--- src/rtl/board_mem_loader_pkg.sv ---
// Shared definitions for the switch-driven memory loader and the display path.
package board_mem_loader_pkg;

    // Loader sequencing states; READBACK is only reachable in readback builds.
    typedef enum logic [1:0] {
        ST_IDLE     = 2'd0,
        ST_WRITE    = 2'd1,
        ST_READBACK = 2'd2,
        ST_RUN      = 2'd3
    } loader_state_t;

    // Display word is {word, valid}; the valid flag sits in the LSB.
    localparam int DISP_W       = 33;
    localparam int DISP_VLD_BIT = 0;

    // Pack a 32-bit word into a valid display value.
    function automatic logic [DISP_W-1:0] make_disp(input logic [31:0] word);
        logic [DISP_W-1:0] d;
        d = {word, 1'b0};
        d[DISP_VLD_BIT] = 1'b1;
        return d;
    endfunction

endpackage

--- src/rtl/board_mem_loader_if.sv ---
// Board-side bundle for the loader: switches, buttons, memory write port, display.
interface board_mem_loader_if #(
    parameter int ADDR_W = 6
);
    import board_mem_loader_pkg::*;

    logic [31:0]       sw;
    logic              btn_addr;
    logic              btn_write;
    logic              btn_run;
    logic [31:0]       mem_rdata;
    logic              mem_we;
    logic [ADDR_W-1:0] mem_addr;
    logic [31:0]       mem_wdata;
    logic              cpu_hold;
    logic [DISP_W-1:0] disp_data;
    logic [ADDR_W:0]   wr_count;
    logic              err;

    // The loader consumes operator inputs and owns the memory/display outputs.
    modport loader (
        input  sw, btn_addr, btn_write, btn_run, mem_rdata,
        output mem_we, mem_addr, mem_wdata, cpu_hold, disp_data, wr_count, err
    );

    // The board side (buttons, memory, display) is the mirror image.
    modport board (
        output sw, btn_addr, btn_write, btn_run, mem_rdata,
        input  mem_we, mem_addr, mem_wdata, cpu_hold, disp_data, wr_count, err
    );

endinterface

--- src/rtl/board_mem_loader_btn_debounce.sv ---
// Push-button conditioner: 2-flop synchronizer, stability counter, rising-edge pulse.
module btn_debounce #(
    parameter int DEB_CYCLES = 16
) (
    input  logic i_clk,
    input  logic i_rst,
    input  logic i_btn,
    output logic o_evt
);
    localparam int              CNT_W    = $clog2(DEB_CYCLES) + 1;
    localparam logic [CNT_W-1:0] CNT_LAST = CNT_W'(DEB_CYCLES - 1);

    logic [1:0]       r_sync;
    logic [CNT_W-1:0] r_cnt;
    logic             r_level;
    logic             r_level_d;
    logic             r_evt;
    logic             w_raw;

    assign w_raw = r_sync[1];
    assign o_evt = r_evt;

    // Bring the asynchronous button into the clock domain.
    always_ff @(posedge i_clk) begin
        if (i_rst) r_sync <= 2'b00;
        else       r_sync <= {r_sync[0], i_btn};
    end

    // Flip the debounced level only after DEB_CYCLES consecutive samples at the new level.
    always_ff @(posedge i_clk) begin
        if (i_rst) begin
            r_cnt   <= '0;
            r_level <= 1'b0;
        end else if (w_raw == r_level) begin
            r_cnt <= '0;
        end else if (r_cnt == CNT_LAST) begin
            r_level <= w_raw;
            r_cnt   <= '0;
        end else begin
            r_cnt <= r_cnt + 1'b1;
        end
    end

    // Registered one-cycle pulse on each rising edge of the debounced level.
    always_ff @(posedge i_clk) begin
        if (i_rst) begin
            r_level_d <= 1'b0;
            r_evt     <= 1'b0;
        end else begin
            r_level_d <= r_level;
            r_evt     <= r_level & ~r_level_d;
        end
    end

endmodule

--- src/rtl/board_mem_loader.sv ---
// Switch-driven instruction/data memory loader that holds the CPU until run is pressed.
// Optional feature: define LOADER_READBACK_EN to verify each written word by reading it back.
module board_mem_loader
    import board_mem_loader_pkg::*;
#(
    parameter int ADDR_W     = 6,
    parameter int DEB_CYCLES = 16
) (
    input  logic                i_clk,
    input  logic                i_rst,
    board_mem_loader_if.loader  bus
);
    localparam logic [ADDR_W:0] WR_MAX = {1'b1, {ADDR_W{1'b0}}};

    loader_state_t     r_state;
    logic              r_hold;
    logic              r_we;
    logic [ADDR_W-1:0] r_addr;
    logic [31:0]       r_wdata;
    logic [DISP_W-1:0] r_disp;
    logic [ADDR_W:0]   r_cnt;
    logic              w_evt_addr;
    logic              w_evt_write;
    logic              w_evt_run;

    btn_debounce #(.DEB_CYCLES(DEB_CYCLES)) u_deb_addr (
        .i_clk(i_clk), .i_rst(i_rst), .i_btn(bus.btn_addr), .o_evt(w_evt_addr)
    );
    btn_debounce #(.DEB_CYCLES(DEB_CYCLES)) u_deb_write (
        .i_clk(i_clk), .i_rst(i_rst), .i_btn(bus.btn_write), .o_evt(w_evt_write)
    );
    btn_debounce #(.DEB_CYCLES(DEB_CYCLES)) u_deb_run (
        .i_clk(i_clk), .i_rst(i_rst), .i_btn(bus.btn_run), .o_evt(w_evt_run)
    );

    assign bus.cpu_hold  = r_hold;
    assign bus.mem_we    = r_we;
    assign bus.mem_addr  = r_addr;
    assign bus.mem_wdata = r_wdata;
    assign bus.disp_data = r_disp;
    assign bus.wr_count  = r_cnt;

`ifdef LOADER_READBACK_EN
    logic r_err;
    assign bus.err = r_err;
`else
    logic w_unused_rdata;
    assign w_unused_rdata = ^bus.mem_rdata;
    assign bus.err = 1'b0;
`endif

    // Loader sequencer: events are only honoured in IDLE, so anything arriving mid-write is dropped.
    always_ff @(posedge i_clk) begin
        if (i_rst) begin
            r_state <= ST_IDLE;
            r_hold  <= 1'b1;
            r_we    <= 1'b0;
            r_addr  <= '0;
            r_wdata <= '0;
            r_disp  <= '0;
            r_cnt   <= '0;
`ifdef LOADER_READBACK_EN
            r_err   <= 1'b0;
`endif
        end else begin
            r_we <= 1'b0;
            case (r_state)
                ST_IDLE: begin
                    if (w_evt_run) begin
                        r_hold  <= 1'b0;
                        r_state <= ST_RUN;
                    end else if (w_evt_write) begin
                        r_wdata <= bus.sw;
                        r_disp  <= make_disp(bus.sw);
                        r_we    <= 1'b1;
                        r_state <= ST_WRITE;
                    end else if (w_evt_addr) begin
                        r_addr <= bus.sw[ADDR_W-1:0];
                        r_disp <= make_disp(32'(bus.sw[ADDR_W-1:0]));
                    end
                end
                ST_WRITE: begin
                    // The memory captures the word on this edge; count it but let the count saturate.
                    if (r_cnt != WR_MAX) r_cnt <= r_cnt + 1'b1;
`ifdef LOADER_READBACK_EN
                    r_state <= ST_READBACK;
`else
                    r_addr  <= r_addr + 1'b1;
                    r_state <= ST_IDLE;
`endif
                end
`ifdef LOADER_READBACK_EN
                ST_READBACK: begin
                    // Address still points at the word just written, so rdata is its stored value.
                    if (bus.mem_rdata != r_wdata) r_err <= 1'b1;
                    r_addr  <= r_addr + 1'b1;
                    r_state <= ST_IDLE;
                end
`endif
                ST_RUN: begin
                    r_state <= ST_RUN;
                end
                default: begin
                    r_state <= ST_IDLE;
                end
            endcase
        end
    end

endmodule

--- src/flat_wrapper.sv ---
// flat-port wrapper written by rule: the top's interface ports become plain ports
module board_mem_loader_flat import board_mem_loader_pkg::*;
#(
    parameter int ADDR_W     = 6,
    parameter int DEB_CYCLES = 16
)
  (i_clk, i_rst, bus_sw, bus_btn_addr, bus_btn_write, bus_btn_run, bus_mem_rdata, bus_mem_we, bus_mem_addr, bus_mem_wdata, bus_cpu_hold, bus_disp_data, bus_wr_count, bus_err);
  board_mem_loader_if #(.ADDR_W(ADDR_W)) bus_i ();
  input  logic i_clk;
  input  logic i_rst;
  input wire logic [$bits(bus_i.sw)-1:0] bus_sw;
  input wire logic [$bits(bus_i.btn_addr)-1:0] bus_btn_addr;
  input wire logic [$bits(bus_i.btn_write)-1:0] bus_btn_write;
  input wire logic [$bits(bus_i.btn_run)-1:0] bus_btn_run;
  input wire logic [$bits(bus_i.mem_rdata)-1:0] bus_mem_rdata;
  output wire logic [$bits(bus_i.mem_we)-1:0] bus_mem_we;
  output wire logic [$bits(bus_i.mem_addr)-1:0] bus_mem_addr;
  output wire logic [$bits(bus_i.mem_wdata)-1:0] bus_mem_wdata;
  output wire logic [$bits(bus_i.cpu_hold)-1:0] bus_cpu_hold;
  output wire logic [$bits(bus_i.disp_data)-1:0] bus_disp_data;
  output wire logic [$bits(bus_i.wr_count)-1:0] bus_wr_count;
  output wire logic [$bits(bus_i.err)-1:0] bus_err;
  assign bus_i.sw = bus_sw;
  assign bus_i.btn_addr = bus_btn_addr;
  assign bus_i.btn_write = bus_btn_write;
  assign bus_i.btn_run = bus_btn_run;
  assign bus_i.mem_rdata = bus_mem_rdata;
  assign bus_mem_we = bus_i.mem_we;
  assign bus_mem_addr = bus_i.mem_addr;
  assign bus_mem_wdata = bus_i.mem_wdata;
  assign bus_cpu_hold = bus_i.cpu_hold;
  assign bus_disp_data = bus_i.disp_data;
  assign bus_wr_count = bus_i.wr_count;
  assign bus_err = bus_i.err;
  board_mem_loader #(.ADDR_W(ADDR_W), .DEB_CYCLES(DEB_CYCLES)) u_core (.i_clk(i_clk), .i_rst(i_rst), .bus(bus_i));
endmodule
--- config.mk ---
export PLATFORM = sky130hd
export DESIGN_NAME = board_mem_loader_flat
export DESIGN_NICKNAME = d
export VERILOG_FILES = /design/src/rtl/board_mem_loader_pkg.sv /design/src/rtl/board_mem_loader_if.sv /design/src/rtl/board_mem_loader_btn_debounce.sv /design/src/rtl/board_mem_loader.sv /design/src/flat_wrapper.sv
export SDC_FILE = /design/constraint.sdc
export NUM_CORES = 1
export LEC_CHECK = 0
export BUFFER_PORTS_ARGS = -buffer_cell sky130_fd_sc_hd__clkbuf_2
export CORE_UTILIZATION = 54
export CTS_CLUSTER_SIZE = 40
export DETAILED_ROUTE_END_ITERATION = 8
export PLACE_DENSITY_LB_ADDON = 0.15
export SLEW_MARGIN = 20
export SYNTH_ARGS = -nofsm -noshare
export SYNTH_HDL_FRONTEND = slang
export SYNTH_SLANG_ARGS = --single-unit
--- constraint.sdc ---
create_clock -name i_clk -period 4.7 [get_ports i_clk]
set_input_delay 0.94 -clock i_clk [delete_from_list [all_inputs] [get_ports i_clk]]
set_output_delay 0.94 -clock i_clk [all_outputs]
set_load 0.02 [all_outputs]
==> results of run 1 <==
==> Yosys cell counts (2+ instances only) <==
| master | n | area share, % |
|---|---|---|
| nand2_1 | 92 | 7.9 |
| clkbuf_1 | 11 | 0.94 |
| buf_2 | 6 | 0.69 |
| nor2b_1 | 13 | 1.9 |
| inv_1 | 11 | 0.94 |
| nand3_1 | 4 | 0.46 |
| mux2i_1 | 5 | 1.1 |
| o2bb2ai_1 | 2 | 0.40 |
| a21oi_2 | 40 | 8.0 |
| xnor2_1 | 8 | 1.6 |
| or3_1 | 4 | 0.57 |
| nor2_1 | 31 | 2.7 |
| buf_12 | 2 | 0.92 |
| buf_6 | 2 | 0.51 |
| o21ai_0 | 6 | 0.69 |
| nand2_4 | 20 | 5.2 |
| and3_1 | 3 | 0.43 |
| dfxtp_1 | 112 | 51 |
| nand4_1 | 4 | 0.57 |
| a211oi_1 | 4 | 0.69 |
| a21oi_1 | 32 | 3.7 |
| ha_1 | 12 | 3.4 |
| xor2_1 | 5 | 1.0 |
==> kinds of logic (layout without fill, tap and decap cells) <==
logic type	after synthesis	count (layout)	synth area share, %
AND/OR/NAND/NOR	181	181	21.32
flip-flops	112	112	51.27
AO/OA/AOI/OAI	94	94	15.79
buffers and inverters	35	148	4.349
XOR/XNOR	13	13	2.604
adder cells (fa/ha/maj)	12	12	3.433
multiplexers	5	5	1.145
other	1	1	0.08575
==> through the flow <==
stage	util, %	setup slack, ns	hold slack [ns]	power [W]
2_1_floorplan	-	2.879	0.3674	0.001039
3_3_place_gp	63.98	2.385	0.3750	0.001070
3_5_place_dp	63.98	2.365	0.3791	0.001072
4_1_cts	66.59	2.528	0.3976	0.001651
5_1_grt	66.59	2.307	0.4156	0.001694
6_report	66.59	2.506	0.3928	0.001629
==> area by class of cell <==
type                    instances  area [µm²]  share of cell area, %
clock buffers                  11       141.4                  2.733
clock inverters                 5       61.31                  1.185
inverters                      12       45.04                 0.8708
multi-input cells             306        1942                  37.54
flip-flops and latches        112        2242                  43.35
well taps                     102       127.6                  2.467
repair buffers                120       613.1                  11.85
==> registers in the layout (all words and copies together), names as in the netlist <==
register	cells
u_core.u_deb_write.r_cnt	5
u_core.r_state	2
u_core.u_deb_write.r_level	1
u_core.bus.cpu_hold	1
u_core.u_deb_addr.r_level	1
u_core.bus.mem_wdata	32
u_core.u_deb_run.r_sync	2
u_core.u_deb_addr.o_evt	1
u_core.u_deb_write.r_level_d	1
u_core.u_deb_run.r_cnt	5
u_core.bus.mem_addr	6
u_core.u_deb_addr.r_level_d	1
u_core.u_deb_addr.r_cnt	5
u_core.bus.wr_count	7
u_core.bus.disp_data	33
u_core.bus.mem_we	1
u_core.u_deb_addr.r_sync	2
u_core.u_deb_run.o_evt	1
u_core.u_deb_run.r_level_d	1
u_core.u_deb_write.o_evt	1
u_core.u_deb_write.r_sync	2
u_core.u_deb_run.r_level	1
==> worst max-delay path by stage <==
stage | end | slack (ns) | start | cells past startpoint
finish | u_core.bus.mem_addr[3] | 2.51 | u_core.r_state[0] | 5
global route | u_core.bus.mem_addr[3] | 2.31 | u_core.r_state[0] | 5
CTS | u_core.bus.mem_addr[3] | 2.53 | u_core.r_state[0] | 5
detailed placement | u_core.bus.mem_wdata[23] | 2.37 | i_rst | 3
global placement | u_core.bus.mem_we | 2.38 | i_rst | 3
floorplan | u_core.bus.mem_wdata[20] | 2.88 | i_rst | 3
==> cell usage in the layout, fill, tap and decap left out, types with 2 or more instances in the layout <==
master,n
clkbuf_2,115
dfxtp_1,112
nand2_1,92
a21oi_2,40
a21oi_1,32
nor2_1,31
nand2_4,20
nor2b_1,13
ha_1,12
inv_1,11
clkbuf_8,10
xnor2_1,8
o21ai_0,6
xor2_1,5
mux2i_1,5
buf_4,5
a211oi_1,4
nand4_1,4
or3_1,4
nand3_1,4
and3_1,3
o2bb2ai_1,2
inv_6,2
==> worst max-delay path, delay by kind of cell, from the launching register on <==
family	cells	cell delay, ns
AO/OA/AOI/OAI	3	0.75
adder cells (fa/ha/maj)	1	0.51
buffers and inverters	1	0.44
flip-flops	1	0.40
==> layer usage <==
metal | vias to the layer above | part of all wire, % | track usage, %
met5 | - | 0 | 0
met4 | 0 | 1.4 | 6.380
met3 | 8 | 5.6 | 7.629
met2 | 74 | 50 | 39.99
met1 | 1602 | 43 | 24.92
li1 | 1708 | - | -
==> power breakdown <==
| group | internal, W | leakage, nW | switching, W |
|---|---|---|---|
| clock | 0.000266 | 0.104 | 0.000314 |
| sequential | 0.000955 | 0.903 | 0.00000523 |
| combinational | 0.0000343 | 1.19 | 0.0000555 |
==> impl_results.md, run 1 <==
- Yosys cell types: 47
- Fin crit share: 46.68%
- Finished Layout Cells: 668
- Num CTS Buffers: 9
- Leak pwr: 2.195 nW
- Largest buffer count on any clock path: 2
- Final Setup Violations: 0
- Fill count: 675
- Routed len/inst: 13.31 µm
- Reg2reg path depth: 5
- Avg Inst Size Synth: 9.653 µm²
- Hold Path Sink: u_core.u_deb_addr.o_evt
- Startpoint types: flip-flop
- DR DRC count: 0
- CP Cell Sequence: ha_1 -> clkinv_1 -> o32ai_4 -> a21oi_1 -> a211oi_1
- Pwr Density: 315.0 nW/µm²
- Post-synth EDFFs: 0
- Num rows: 32
- Post-Syn Instances: 453
- Remaining antenna violation count after routing: 0
- R2R Path Start: u_core.r_state[0]
- CP max FO: 14
- Slowest cell on crit path: ha_1
- Drt via density: 5.078
- Worst hold path type: reg -> reg
- Post-DP HPWL: 6030 µm
- Setup CP Type: reg -> reg
- Worst R2R End: u_core.bus.mem_addr[3]
- CP endpoint kind: flip-flop
- Slew @ Worst Pin: 0.7402 ns
- Hold buffers post-CTS: 0
- Via count: 3392
- Resize count post-CTS: 0
- Worst hold stages: 1
- Mapped Nets: 534
- Initial antenna violation count: 0
- Yosys warnings: 0
- Crit path largest cell delay: 0.51 ns
- TNS Setup: 0 ns
- Vias in the first global route: 3427
- Post-Syn Area: 4373 µm²
- Die span in y: 91.99 µm
- Largest net degree at the start of global routing: 63
- Gpl congestion: 0.7859
- Min cycle time layout: 2.194 ns
- First-pass GRT wire length: 15040 µm
- Max cap viols: 0
- Layout area overhead: 18.28%
- Share of layout cells above drive strength 1: 35.87%
- # IOs: 150
- Post-CTS Setup Bufs: 0
- Initial core utilization: 56.30%
- Drt pass-1 iters: 4
- Die Area: 8462 µm²
- FF-to-FF setup slack: 2.51 ns
- Antenna diodes: 0
- CTS tree: built
- Hold path start: u_core.u_deb_addr.r_level_d
- Final Hold Fails: 0
- Clock transition at path regs: 0.10 ns
- RSZ-0062 raised after global routing: false
- GRT overflow: 0
- Cells after DPL: 652
- Overall Global Routing Usage: 22.30%
- Relative slew slack: 50.66%
- Placeable Area: 7767 µm²
- Sequential element share of the synthesized area: 51.27%
- Nets: 642
- Crit path DAT: 2.46 ns
- Cell Area, Placed: 4970 µm²
- Primary FF master, synth: dfxtp_1
- Clk_lat worst skew: 0.36 ns
- Max Fclk: 455.8 MHz
- Asr flop ratio synth: 0%
- Port bufs: 116
- WL final: 8891 µm
- Worst vdd ir: 226.5 µV
- Final Cell Area: 5172 µm²
- Width of the die: 91.99 µm
- CTS Sinks: 112
- Flops & latches, synth: 112
- Clk root buf: clkbuf_8
- Max Transition Viols Final: 0
- H-tree levels: 3
- DR iter-0 viols: 121
- Status: finished clean
- Worst Clk Skew: 0.01420 ns
- Req. time, crit path: 4.96 ns
Power figures use the tool's default switching activity.
==> run 2, diff against run 1 <==
CORE_UTILIZATION = 50   (was 54)
clock period = 2.02 ns   (was 4.7 ns; I/O delays follow)
==> run 2 against run 1 <==
Against the previous run:
- via count fell by 0.29%
- worst setup slack got worse by 2.3 ns
- core utilization fell by 3.6 points
- flip-flop and latch count did not move
- non-clock buffer count rose by 5
- sequential share of layout area fell by 0.67 points
- register-to-register slack got worse by 2.3 ns
- clock-buffer cell count fell by 1
- largest power group unchanged
==> impl_results.md, run 2 (synthesis gave the netlist of run 1 again) <==
- Status: finished clean
- Cells after DPL: 660 (+1.2%)
- WL final: 9072 µm (+2.0%)
- Post-CTS Setup Bufs: 0 (unchanged)
- Die Area: 9124 µm² (+7.8%)
- Vias in the first global route: 3215 (-6.2%)
- Startpoint types: flip-flop
- Crit path largest cell delay: 0.33 ns (-0.18 ns)
- Net Sw Frac: 22.88% (-0.11 points)
- Most frequent cells in the layout: clkbuf_2 (115), dfxtp_1 (112), nand2_1 (92)
- Post-Route Utilization: 62.99% (-3.6 points)
- Min cycle time layout: 1.767 ns (-0.4266 ns)
- CTS Sinks: 112 (unchanged)
- Layout area overhead: 20.14%
- Max Transition Viols Final: 0 (unchanged)
- Die span in y: 95.52 µm (+3.8%)
- First-pass GRT wire length: 14550 µm (-3.3%)
- Max reg flops: 33 (unchanged)
- GRT overflow: 0 (unchanged)
- Gate power share: 5.6% (about the same)
- Initial core utilization: 52.43% (-3.9 points)
- Drt pass-1 iters: 4 (unchanged)
- Overall Global Routing Usage: 20.83% (-1.5 points)
- Largest buffer count on any clock path: 2 (unchanged)
- DR DRC count: 0 (unchanged)
- Clk_lat worst skew: 0.37 ns (about the same)
- Via count: 3382 (-0.29%)
- Finished Layout Cells: 676 (+1.2%)
- Final Setup Violations: 0 (unchanged)
- Drt via density: 5.003 (-1.5%)
- Num rows: 33 (+3.1%)
- Num CTS Buffers: 9 (unchanged)
- Worst hold path type: in -> reg
- Initial antenna violation count: 0 (unchanged)
- Setup CP Type: reg -> reg
- CP max FO: 32 (+18)
- RSZ-0062 raised after global routing: false
- Hold buffers post-CTS: 0 (unchanged)
- Share of layout cells above drive strength 1: 36.43% (+0.56 points)
- Req. time, crit path: 2.33 ns (-2.63 ns)
- Max Fclk: 565.8 MHz (+24%)
- Int Power: 0.003016 W (+140%)
- Worst vdd ir: 428.0 µV (+89%)
- Antenna diodes: 0 (unchanged)
- Worst Clk Skew: 0.01588 ns (+0.001687 ns)
- Placeable Area: 8341 µm² (+7.4%)
- P_sw: 0.0008950 W (+140%)
- CP Cell Sequence: inv_1 -> ha_1 -> and2b_4 -> and2_2 -> buf_12 -> nand2_1 -> a21oi_1
- Leak pwr: 2.229 nW (+1.5%)
- Pre-CTS WS: 0.2654 ns (-2.100 ns)
- Clock power frac: 37.3% (+1.7 points)
- Clock transition at path regs: 0.11 ns (about the same)
- Sequential Power Share: 57.1% (-1.8 points)
- Post-DP HPWL: 6211 µm (+3.0%)
- Fill count: 730 (+8.1%)
- Port bufs: 116 (unchanged)
- Clk root buf: clkbuf_8
- TNS Setup: 0 ns (unchanged)
- Nets: 647 (+0.78%)
- Resize count post-CTS: 0 (unchanged)
- Remaining antenna violation count after routing: 0 (unchanged)
- Largest net degree at the start of global routing: 54 (-14%)
- # IOs: 150 (unchanged)
- Width of the die: 95.52 µm (+3.8%)
- H-tree levels: 3 (unchanged)
- Slowest cell on crit path: dfxtp_1
- Fin crit share: 87.49% (+41 points)
- Commonest non-fill, non-tap cell in the layout: clkbuf_2
- Gpl congestion: 0.7438 (-5.4%)
- Crit path DAT: 2.08 ns (-0.38 ns)
- Routed len/inst: 13.42 µm (+0.83%)
- Final worst slack: 0.2527 ns (-2.253 ns)
- Final Hold Fails: 0 (unchanged)
- Pwr Density: 744.4 nW/µm² (+140%)
- DR iter-0 viols: 143 (+18%)
- CP endpoint kind: flip-flop
- CTS tree: built
- Max cap viols: 0 (unchanged)
## run 2: power by group through the flow
stage	Combinational [W]	Sequential, W	Clock (W)
CTS	0.000221	0.00223	0.00150
finish	0.000220	0.00223	0.00146
floorplan	0.000127	0.00229	0
global placement	0.000216	0.00228	0
detailed placement	0.000220	0.00229	0
global route	0.000243	0.00224	0.00158
## run 2: cell type report
cell class | instances | area, µm² | area share [%]
Clock buffer | 10 | 127.6 | 2.429
Clock inverter | 6 | 90.09 | 1.715
Inverter | 12 | 45.04 | 0.8573
Multi-Input combinational cell | 306 | 1942 | 36.96
Sequential cell | 112 | 2242 | 42.68
Tap cell | 105 | 131.4 | 2.501
Timing Repair Buffer | 125 | 675.6 | 12.86
## run 2: worst max-delay path: cells and delay by family (launching register included)
| kind | cells | cell delay, ns |
|---|---|---|
| buffers and inverters | 2 | 0.38 |
| AO/OA/AOI/OAI | 1 | 0.14 |
| AND/OR/NAND/NOR | 3 | 0.53 |
| adder cells (fa/ha/maj) | 1 | 0.30 |
| flip-flops | 1 | 0.33 |
## run 2: per-layer routing
layer	track usage, %	wire (µm)	vias to the layer above
met5	0	0	-
met4	5.721	112	0
met3	7.974	532	9
met2	36.37	4582	77
met1	23.65	3844	1578
li1	-	-	1718
## run 2: worst paths after layout
check                                   from                    endpoint  slack (ns)  depth (start not counted)
hold reg to reg   u_core.u_deb_run.r_level_d      u_core.u_deb_run.o_evt        0.39                          1
hold / removal                   bus_btn_run  u_core.u_deb_run.r_sync[0]        0.25                          2
setup reg to reg           u_core.r_state[1]    u_core.bus.mem_wdata[23]        0.25                          7
setup / recovery           u_core.r_state[1]    u_core.bus.mem_wdata[23]        0.25                          7
## run 2: through the flow
step           total power (W)  area [µm²]  hold WS, ns
2_1_floorplan         0.002417        4373       0.3674
3_3_place_gp          0.002501        5036       0.3756
3_5_place_dp          0.002505        5036       0.3755
4_1_cts               0.003958        5254       0.2370
5_1_grt               0.004064        5254       0.2346
6_report              0.003911        5254       0.2475
==> run 3, diff against run 2 <==
BUFFER_PORTS_ARGS = -buffer_cell sky130_fd_sc_hd__buf_2   (was -buffer_cell sky130_fd_sc_hd__clkbuf_2)
==> run 3 against run 2 <==
Against the previous run:
- core utilization fell by 0.43 points
- wire length fell by 1.4%
- via count fell by 0.53%
- clock skew fell by 0.0032 ns
- critical path type unchanged
==> impl_results.md, run 3 (synthesis gave the netlist of run 1 again) <==
- Largest net degree at the start of global routing: 65 (+20%)
- Hold WS: 0.2719 ns (+0.02439 ns)
- Req. time, crit path: 2.30 ns (-0.03 ns)
- Clk_lat worst skew: 0.35 ns (-0.02 ns)
- Setup CP Type: reg -> reg
- Final Setup Violations: 0 (unchanged)
- Port bufs: 116 (unchanged)
- Worst hold path type: in -> reg
- DR DRC count: 0 (unchanged)
- Commonest non-fill, non-tap cell in the layout: buf_2
- Routing usage on met3: 5.662% (-2.3 points)
- Leak pwr: 2.280 nW (+2.3%)
- H-tree levels: 3 (unchanged)
- Overall Global Routing Usage: 20.35% (-0.49 points)
- Fill count: 740 (+1.4%)
- GR peak layer: met2
- Final Cell Area: 5218 µm² (-0.69%)
- Max cap viols: 0 (unchanged)
- CTS tree: built
- Cell Area, Placed: 5026 µm² (-0.20%)
- Remaining antenna violation count after routing: 0 (unchanged)
- Num rows: 33 (unchanged)
- Max Fclk: 559.4 MHz (-1.1%)
- Gpl congestion: 0.7528 (+1.2%)
- Pwr Density: 709.5 nW/µm² (-4.7%)
- Die Area: 9124 µm² (unchanged)
- GR Util met2: 34.88% (-1.5 points)
- Width of the die: 95.52 µm (unchanged)
- Initial antenna violation count: 0 (unchanged)
- Clock transition at path regs: 0.10 ns (about the same)
- Max reg flops: 33 (unchanged)
- CP max FO: 32 (unchanged)
- Most frequent cells in the layout: buf_2 (115), dfxtp_1 (112), nand2_1 (92)
- Status: finished clean
- Drt pass-1 iters: 6 (+2)
- WL final: 8945 µm (-1.4%)
- Initial core utilization: 52.43% (unchanged)
- Vias in the first global route: 3160 (-1.7%)
- Via count: 3364 (-0.53%)
- Fin crit share: 88.49% (+1.0 points)
- Die span in y: 95.52 µm (unchanged)
- Drt via density: 4.999 (about the same)
- Worst vdd ir: 365.6 µV (-15%)
- Final worst slack: 0.2324 ns (-0.02026 ns)
- Antenna diodes: 0 (unchanged)
- DR iter-0 viols: 117 (-18%)
- Resize count post-CTS: 0 (unchanged)
- Max Transition Viols Final: 0 (unchanged)
- Met1 Track Usage GR: 24.60% (+0.95 points)
- Clk root buf: clkbuf_8
- Min cycle time layout: 1.788 ns (+0.02026 ns)
- Largest buffer count on any clock path: 2 (unchanged)
- Post-CTS Setup Bufs: 0 (unchanged)
- Num CTS Buffers: 9 (unchanged)
- RSZ-0062 raised after global routing: false
- Hold buffers post-CTS: 0 (unchanged)
- Crit path DAT: 2.07 ns (about the same)
- Post-DP HPWL: 6083 µm (-2.1%)
- CTS Sinks: 112 (unchanged)
- Layout area overhead: 19.31%
- # IOs: 150 (unchanged)
- Startpoint types: flip-flop
- Nets: 644 (-0.46%)
- Worst Clk Skew: 0.01267 ns (-0.003210 ns)
- TNS Setup: 0 ns (unchanged)
- GRT overflow: 0 (unchanged)
- Placeable Area: 8341 µm² (unchanged)
- Pre-CTS WS: 0.2452 ns (-0.02023 ns)
- First-pass GRT wire length: 14460 µm (-0.62%)
- Final Hold Fails: 0 (unchanged)
- Share of layout cells above drive strength 1: 36.27% (-0.16 points)
- Routed len/inst: 13.29 µm (-0.96%)
- CP endpoint kind: flip-flop
-- run 3: changes by cell type in the layout (fill, tap and decap cells not counted), sizes merged --
cell / delta
clkbuf: -114
buf: +112
clkinv: +3
bufinv: -2
clkinvlp: -1
inv: -1
-- run 3: final timing paths --
path | start | to | slack [ns] | cells past startpoint
hold reg to reg | u_core.u_deb_addr.r_level_d | u_core.u_deb_addr.o_evt | 0.40 | 1
setup reg to reg | u_core.r_state[1] | u_core.bus.mem_wdata[24] | 0.23 | 7
hold / removal | bus_btn_write | u_core.u_deb_write.r_sync[0] | 0.27 | 2
setup / recovery | u_core.r_state[1] | u_core.bus.mem_wdata[24] | 0.23 | 7
-- run 3: where the power goes --
group          total, W  switching, W  internal (W)  leakage (nW)
combinational  0.000213      0.000128     0.0000848          1.28
sequential      0.00223     0.0000120       0.00222         0.903
clock           0.00125      0.000728      0.000527        0.0999
total           0.00370      0.000869       0.00283          2.28
-- run 3: critical path, stage by stage, from the launching register on --
cell     delay [ns]
dfxtp_1        0.33
inv_1          0.09
ha_1           0.30
and2b_4        0.23
and2_2         0.17
buf_12         0.29
nand2_1        0.13
a21oi_1        0.16
-- run 3: per-stage QoR --
step / power [W] / utilization [%] / std cells
after CTS: 0.003754 / 62.56 / 673
after floorplan: 0.002417 / - / 453
final: 0.003702 / 62.56 / 673
after global routing: 0.003865 / 62.56 / 673
after global placement: 0.002497 / 60.26 / 657
after detailed placement: 0.002500 / 60.26 / 657
-- run 3: layer usage --
metal / wire, µm / share of wire (%)
met4: 79 / 0.88
met1: 3974 / 44
met2: 4357 / 49
met3: 533 / 6.0
met5: 0 / 0
-- run 3: cell type report --
type | count | area [µm²] | area share [%]
timing repair buffer | 122 | 665.6 | 12.76
clock inverter | 5 | 40.04 | 0.7674
clock buffer | 11 | 151.4 | 2.902
inverter | 12 | 45.04 | 0.8633
sequential | 112 | 2242 | 42.97
tap | 105 | 131.4 | 2.518
multi-input combinational | 306 | 1942 | 37.22
